File: src/rtl/atomic_cnt_pkg.sv
// Shared defaults and snapshot-state encoding for the atomic counter bank.
// Latency: n/a (declarations only).
// Backpressure: n/a.
package atomic_cnt_pkg;

   localparam int DEF_NUM_CH   = 4;
   localparam int DEF_COUNTLEN = 64;
   localparam int DEF_DATABUS  = 32;
   localparam int DEF_SATURATE = 0;

   typedef enum logic {
      EMPTY  = 1'b0,
      LOADED = 1'b1
   } snap_state_t;

endpackage

File: src/rtl/atomic_cnt_channel.sv
// One event counter: sync clear, increment with wrap or saturate, sticky overflow flag.
// Latency: count/ovf update on the edge that samples trig/clr.
// Backpressure: none, one increment accepted every cycle.
module atomic_cnt_channel #(
   parameter int COUNTLEN = 64,
   parameter int SATURATE = 0
) (
   input  logic                clk,
   input  logic                reset,
   input  logic                trig,
   input  logic                clr,
   output logic [COUNTLEN-1:0] count,
   output logic                ovf
);

   logic all_ones;
   assign all_ones = &count;

   always_ff @(posedge clk) begin
      if (reset || clr) begin
         count <= '0;
         ovf   <= 1'b0;
      end else if (trig) begin
         // At all-ones the increment either rolls over naturally or is held.
         if (all_ones) begin
            ovf <= 1'b1;
         end
         if (!(all_ones && (SATURATE != 0))) begin
            count <= count + COUNTLEN'(1);
         end
      end
   end

endmodule

File: src/rtl/atomic_counter_bank.sv
// Bank of wide counters read atomically through a narrow bus via a word-0 snapshot.
// Latency: response registered, ack one cycle after the request edge.
// Backpressure: none, a request is accepted every cycle.
module atomic_counter_bank
   import atomic_cnt_pkg::*;
#(
   parameter int NUM_CH   = DEF_NUM_CH,
   parameter int COUNTLEN = DEF_COUNTLEN,
   parameter int DATABUS  = DEF_DATABUS,
   parameter int SATURATE = DEF_SATURATE,
   localparam int NWORDS  = COUNTLEN / DATABUS,
   localparam int CHW     = (NUM_CH > 1) ? $clog2(NUM_CH) : 1,
   localparam int WSW     = $clog2(NWORDS)
) (
   input  logic               clk,
   input  logic               reset,
   input  logic [NUM_CH-1:0]  trig_i,
   input  logic [NUM_CH-1:0]  clr_i,
   input  logic               req_i,
   input  logic [CHW-1:0]     ch_sel_i,
   input  logic [WSW-1:0]     word_sel_i,
   output logic               ack_o,
   output logic [DATABUS-1:0] count_o,
   output logic               err_o,
   output logic [NUM_CH-1:0]  ovf_o
);

   if ((COUNTLEN % DATABUS) != 0 || COUNTLEN < 2 * DATABUS) begin : g_bad_width
      $error("atomic_counter_bank: COUNTLEN must be a multiple of DATABUS and >= 2*DATABUS");
   end
   if (NUM_CH < 1 || NUM_CH > 16) begin : g_bad_num_ch
      $error("atomic_counter_bank: NUM_CH must be in 1..16");
   end

   typedef logic [NWORDS-1:0][DATABUS-1:0] words_t;

   typedef struct packed {
      logic               ack;
      logic               err;
      logic [DATABUS-1:0] dat;
   } rsp_t;

   logic [COUNTLEN-1:0] cnt [NUM_CH];

   for (genvar c = 0; c < NUM_CH; c++) begin : g_ch
      atomic_cnt_channel #(
         .COUNTLEN (COUNTLEN),
         .SATURATE (SATURATE)
      ) u_ch (
         .clk   (clk),
         .reset (reset),
         .trig  (trig_i[c]),
         .clr   (clr_i[c]),
         .count (cnt[c]),
         .ovf   (ovf_o[c])
      );
   end

   logic [COUNTLEN-1:0] sel_cnt;
   logic                ch_ok;
   logic                word_ok;
   logic                word0;
   logic                cap;
   logic                hit;

   snap_state_t         state_q;
   snap_state_t         state_d;
   words_t              snap_q;
   logic [CHW-1:0]      snap_ch_q;
   rsp_t                rsp_d;
   rsp_t                rsp_q;

   always_comb begin
      sel_cnt = '0;
      for (int c = 0; c < NUM_CH; c++) begin
         if (ch_sel_i == CHW'(c)) begin
            sel_cnt = cnt[c];
         end
      end
   end

   assign ch_ok   = {1'b0, ch_sel_i} < (CHW + 1)'(NUM_CH);
   assign word_ok = {1'b0, word_sel_i} < (WSW + 1)'(NWORDS);
   assign word0   = (word_sel_i == '0);
   assign cap     = req_i && ch_ok && word0;
   assign hit     = req_i && ch_ok && !word0 && word_ok &&
                    (state_q == LOADED) && (ch_sel_i == snap_ch_q);

   always_ff @(posedge clk) begin
      if (reset) begin
         state_q <= EMPTY;
      end else begin
         state_q <= state_d;
      end
   end

   always_comb begin
      state_d = state_q;
      if (cap) begin
         state_d = LOADED;
      end
   end

   // Snapshot sees the pre-edge count, so a word-0 read never includes its own cycle's increment.
   always_ff @(posedge clk) begin
      if (reset) begin
         snap_q    <= '0;
         snap_ch_q <= '0;
      end else if (cap) begin
         snap_q    <= sel_cnt;
         snap_ch_q <= ch_sel_i;
      end
   end

   always_comb begin
      rsp_d     = '0;
      rsp_d.ack = req_i;
      if (cap) begin
         rsp_d.dat = sel_cnt[DATABUS-1:0];
      end else if (hit) begin
         rsp_d.dat = snap_q[word_sel_i];
      end else if (req_i) begin
         rsp_d.err = 1'b1;
      end
   end

   always_ff @(posedge clk) begin
      if (reset) begin
         rsp_q <= '0;
      end else begin
         rsp_q <= rsp_d;
      end
   end

   assign ack_o   = rsp_q.ack;
   assign err_o   = rsp_q.err;
   assign count_o = rsp_q.dat;

endmodule

File: config.mk
export PLATFORM = sky130hd
export DESIGN_NAME = atomic_counter_bank
export DESIGN_NICKNAME = d
export VERILOG_FILES = /design/src/rtl/atomic_cnt_pkg.sv /design/src/rtl/atomic_cnt_channel.sv /design/src/rtl/atomic_counter_bank.sv
export SDC_FILE = /design/constraint.sdc
export NUM_CORES = 1
export LEC_CHECK = 0
export ABC_AREA = 1
export CELL_PAD_IN_SITES_DETAIL_PLACEMENT = 0
export CELL_PAD_IN_SITES_GLOBAL_PLACEMENT = 1
export CORE_ASPECT_RATIO = 0.6
export CORE_MARGIN = 3
export CORE_UTILIZATION = 48
export CTS_CLUSTER_SIZE = 14
export DETAILED_ROUTE_END_ITERATION = 7
export MAX_ROUTING_LAYER = met4
export PLACE_DENSITY_LB_ADDON = 0.1
export SYNTH_ARGS = -nofsm -noshare
export SYNTH_HDL_FRONTEND = slang
export SYNTH_HIERARCHICAL = 1
export SYNTH_SLANG_ARGS = --single-unit
File: constraint.sdc
create_clock -name clk -period 4.2 [get_ports clk]
set_input_delay 0.84 -clock clk [delete_from_list [all_inputs] [get_ports clk]]
set_output_delay 0.84 -clock clk [all_outputs]
set_load 0.05 [all_outputs]
==> flow_summary.yaml, run 1 <==
run_status:
  outcome: "complete, no violations"
synth:
  synth-edff-count: 0
  syn_area_sq_mm: 0.02204
  synth_ff_type: "dfxtp_1"
  postSynthAreaPerCell_sq_um: 6.265
  yosysMostFrequentCell: "nand2_1"
  synth_common_cells: "nand2_1, nor2_1, dfxtp_1, nand3_1, inv_1"
  synth_warnings: 6
  ys_types: 44
  synth.net_count: 3536
  yosysSeqAreaShare_pct: 32.79
  synthTopCellsByArea: "dfxtp_1, nand2_1, nor2_1"
  synth.top_cell.area_share_pct: 32.79
  synth_top_cell_by_area: "dfxtp_1"
  synthCells: 3518
  async_reset_ff_share_pct: 0
  synth-seq-cells: 361
global_route:
  antenna_found_initial: 3
  grt_usage_pct: 38.09
  grt_pass1_wl_mm: 134.7
  grt_max_degree: 100
  grt_pass1_vias: 20940
  overflow: 0
final_layout:
  utilization_pct: 53.64
  drive_gt1_share_pct: 10.10
  area_delta_synth_final_pct: 9.623
  fin_nets: 3534
  fillers: 4584
setup_path:
  worst-r2r-setup-slack_ns: 2.17
  worst_ep_required_time_ns: 3.36
  cp.buffers_inverters: 1
  path_max_fanout: 1
  critPathKind: "reg2out"
  start_kind: "flip-flop"
  arrival_ns: 1.79
  critical-path-slowest-cell: "clkdlybuf4s50_1"
  max_stage_delay_ns: 0.86
  cp_cell_sequence: "clkdlybuf4s50_1"
  cpLargestDelayFamily: "buffers and inverters"
  critPathCaptureType: "output port"
power_and_ir_drop:
  p_leak_nw: 7.862
  vdd_drop_max_mv: 0.2574
  power.density_mw_per_mm2: 315.7
floorplan:
  dieArea_sq_mm: 0.04861
  placementRows: 60
  die_w_microns: 282.6
  fp.dieH_microns: 172.0
  initial_core_util_pct: 48.93
  core_area_sq_mm: 0.04504
  ios: 52
placement:
  io_buffers: 51
  gp_congestion: 1.090
  dp_hpwl_mm: 72.75
clock_network:
  clock_latency_ns: 0.57
  root_buffer: "clkbuf_16"
  cts.sinks: 361
  cts_buffer_depth: 3
  cts_made_buffers: 37
  hold_buffers: 0
  post_cts_buffers: 0
  path_clk_slew_ns: 0.06
  tritoncts: "yes"
  cts_resized: 0
  htreeDepth: 2
routing:
  via_per_inst: 5.894
  ant_nets: 0
  wl_per_cell_microns: 22.26
  drc: 0
  vias: 24390
  routed_wl_mm: 92.09
  first_pass_iters: 8
  drt_iter0_markers: 4026
worst_hold_path:
  hold_class: "reg2reg"
sta:
  finalCritPeriodShare_pct: 62.68
  finalHoldViolations: 0
  slew_violations: 0
  relSlewSlack_pct: 16.53
  timing.final.crit_period_ns: 2.633
  rsz0062_at_grt: "no"
  fmax_ghz: 0.3798
  worst_pin_slew_ns: 1.251
  setup-violations-final: 0
  setup-tns-final_ns: 0
  fin_skew_ns: 0.03254
run:
  maxCapViolCount: 0
-- where the power goes --
group	switching, mW	total (mW)	internal, mW
logic	0.362	0.469	0.107
registers	0.0251	3.48	3.45
clock network	1.53	3.68	2.15
total	1.92	7.63	5.71
-- placed cells by master (no fill, tap or decap), types with 21 or more instances in the layout --
cell,n
dfxtp_1,361
nor3_1,28
buf_4,21
o21ai_0,108
nand3_1,313
nand2_2,52
nand4_1,56
xor2_1,40
nor2_1,705
clkbuf_16,37
nor2_4,62
nand2_1,1015
clkdlybuf4s50_1,48
a21oi_1,203
inv_1,204
nor2_2,76
-- metal layers --
metal	vias to the layer above	GRT usage, %	wire, microns
li1	11280	-	-
met4	0	9.585	2267
met3	137	9.366	11930
met5	-	-	0
met2	1441	49.06	34650
met1	11530	57.81	43250
-- sequential cells by signal (all words and copies together), names as in the netlist --
register and cells:
count_o 32, ack_o 1, err_o 1, snap_q 64
g_ch.u_ch/count 256, state_q 1, g_ch.u_ch/ovf 4, snap_ch_q 2
-- worst register-to-register path, delay by kind of cell (launching register included) --
kind                       cells  cell delay (ns)
buffers and inverters          1             0.09
and+or+nand+nor                5             0.78
adders and majority gates      1             0.29
AOI/OAI and AO/OA              1             0.21
DFF                            1             0.55
-- stage by stage --
| stage | worst slack [ns] | cells | hold WS [ns] | cell area [sq um] | power, mW |
|---|---|---|---|---|---|
| CTS | 1.482 | 4133 | 0.4567 | 24150 | 7.630 |
| global placement | 1.232 | 4066 | 0.4372 | 22830 | 3.998 |
| finish | 1.567 | 4137 | 0.4551 | 24160 | 7.627 |
| global route | 1.418 | 4136 | 0.4728 | 24160 | 7.815 |
| floorplan | 2.417 | 3518 | 0.4399 | 22040 | 3.857 |
| detailed placement | 1.093 | 4066 | 0.4450 | 22830 | 4.001 |
-- final timing paths --
check                                           start                endpoint  cells past startpoint
worst min register to register       g_ch[3].u_ch/ovf        g_ch[3].u_ch/ovf                      2
worst min-delay path                 g_ch[3].u_ch/ovf        g_ch[3].u_ch/ovf                      2
worst max register to register  g_ch[1].u_ch/count[1]  g_ch[1].u_ch/count[22]                      8
worst max-delay path                            err_o                   err_o                      1
-- cell type report --
class	count	area, sq um	share of cell area (%)
repair buffers	72	668.1	2.765
clock inverters	17	266.5	1.103
diodes	4	10.01	0.04143
clock buffers	50	1055	4.366
multi-input cells	2821	13360	55.30
inverters	223	837.1	3.465
flip-flops and latches	361	7227	29.91
well taps	589	737.0	3.050
-- cells by family (layout without fill, tap and decap cells) --
family / count (synthesis) / in the layout / share of synthesized area, %
simple gates: 2406 / 2406 / 49.73
compound gates: 366 / 366 / 8.743
flops: 361 / 361 / 32.79
buf+inv: 336 / 362 / 6.636
xor+xnor: 45 / 45 / 1.873
fa+ha+maj: 4 / 4 / 0.2271
other cells: 0 / 4 / 0
No activity file was read; power rests on OpenSTA's default activity.
==> inputs of run 2 (changes only) <==
CORE_UTILIZATION = 41   (was 48)
clock period = 2.18 ns   (was 4.2 ns; I/O delays follow)
==> flow_summary.yaml, run 2 (synthesized netlist as in run 1, its figures left out) <==
floorplan:
  placementRows: 65
  core_area_sq_mm: 0.05286
  ios: 52
  fp.dieH_microns: 185.6
  dieArea_sq_mm: 0.05666
  initial_core_util_pct: 41.69
  die_w_microns: 305.3
routing:
  drc: 0
  wl_per_cell_microns: 22.34
  first_pass_iters: 8
  ant_nets: 0
  via_per_inst: 5.639
  vias: 24550
  drt_iter0_markers: 3312
  routed_wl_mm: 97.25
power_and_ir_drop:
  vdd_drop_max_mv: 0.5204
  p_seq_share_pct: 44.1
  p_comb_share_pct: 6.5
  p_leak_nw: 8.600
  p_switching_mw: 3.859
  internal_power_mw: 11.35
  power_frac_clock_pct: 49.4
  sw_frac_of_total_pct: 25.37
  total_power_mw: 15.21
  power.density_mw_per_mm2: 603.2
clock_network:
  path_clk_slew_ns: 0.06
  clock_latency_ns: 0.57
  post_cts_buffers: 0
  cts_buffer_depth: 3
  htreeDepth: 2
  cts.sinks: 361
  root_buffer: "clkbuf_16"
  tritoncts: "yes"
  cts_made_buffers: 41
  hold_buffers: 0
final_layout:
  final_cell_mix: "nand2_1, nor2_1, dfxtp_1, nand3_1, inv_1"
  regArea_sq_mm: 0.007227
  largest_reg_flops: 256
  fin_nets: 3635
  final_cells: 4353
  drive_gt1_share_pct: 12.77
  fillers: 5520
  final_common_cell: "nand2_1"
  top_register: "g_ch.u_ch/count"
  multi_input_area_sq_mm: 0.01338
  area_delta_synth_final_pct: 14.43
sta:
  slew_violations: 0
  worst_pin_slew_ns: 1.039
  rsz0062_at_grt: "no"
  timing.final.crit_period_ns: 2.128
  fin_skew_ns: 0.01507
  fmax_ghz: 0.4700
  relSlewSlack_pct: 30.75
  finalHoldViolations: 0
  finalCritPeriodShare_pct: 97.60
  setup-violations-final: 0
  hold-worst-slack_ns: 0.4507
setup_path:
  critPathCaptureType: "output port"
  path_max_fanout: 1
  cpLargestDelayFamily: "buffers and inverters"
  max_stage_delay_ns: 0.81
  critical-path-slowest-cell: "clkdlybuf4s50_1"
  cp.buffers_inverters: 1
  start_kind: "flip-flop"
  cp_cell_sequence: "clkdlybuf4s50_1"
  arrival_ns: 1.69
  worst_ep_required_time_ns: 1.74
  critPathKind: "reg2out"
global_route:
  grt_usage_pct: 34.76
  overflow: 0
  antenna_found_initial: 4
  grt_pass1_vias: 21670
  grt_max_degree: 48
  grt_pass1_wl_mm: 143.7
placement:
  placed_cells: 4277
  io_buffers: 51
  dp_hpwl_mm: 79.69
  gp_congestion: 1.045
run_status:
  outcome: "complete, no violations"
run:
  maxCapViolCount: 0
worst_hold_path:
  hold_class: "reg2reg"
==> run 2: path summary, 6_finish.rpt <==
check | start | end | slack, ns | depth (start not counted)
setup / recovery | ack_o | ack_o | 0.05 | 1
setup reg to reg | g_ch[1].u_ch/count[27] | g_ch[1].u_ch/count[55] | 0.07 | 9
hold reg to reg | g_ch[0].u_ch/ovf | g_ch[0].u_ch/ovf | 0.45 | 2
hold / removal | g_ch[0].u_ch/ovf | g_ch[0].u_ch/ovf | 0.45 | 2
==> run 2: routing by layer <==
layer	global-route usage (%)	vias up	routed length [microns]
met5	-	-	0
met4	5.584	0	1530
met3	9.235	98	12960
met2	41.35	1358	33490
met1	55.98	11600	49280
li1	-	11490	-
==> run 2: cell type report <==
cell class | count | area share (%)
multi-input cells | 2821 | 53.05
flip-flops and latches | 361 | 28.66
repair buffers | 169 | 5.849
clock buffers | 60 | 4.916
well taps | 703 | 3.488
inverters | 223 | 3.319
clock inverters | 14 | 0.6995
diodes | 2 | 0.01984
==> run 2: worst reg2reg max path: cells and delay by family (launching register included) <==
kind	cells	cell delay, ns
flops	1	0.48
simple gates	9	1.55
==> run 2: timing repair <==
action	CTS	global route
resized for setup	23	10
pin swaps	0	0
setup endpoints to repair	23	14
==> run 2: power by group through the flow <==
stage	sequential [mW]	combinational, mW	clock (mW)
finish	6.70	0.989	7.52
global route	6.70	1.06	7.87
CTS	6.70	0.973	7.60
detailed placement	6.85	0.974	0
global placement	6.85	0.966	0
floorplan	6.86	0.567	0
==> run 2: metrics by stage <==
| step | area (sq um) | utilization (%) | setup TNS [ns] | setup WS [ns] |
|---|---|---|---|---|
| 2_1_floorplan | 22040 | - | 0 | 0.6576 |
| 3_3_place_gp | 23800 | 45.02 | -0.05920 | -0.03361 |
| 3_5_place_dp | 23800 | 45.02 | -0.03963 | -0.03963 |
| 4_1_cts | 25190 | 47.65 | 0 | 0.006495 |
| 5_1_grt | 25220 | 47.71 | 0 | 0.007307 |
| 6_report | 25220 | 47.71 | 0 | 0.05225 |
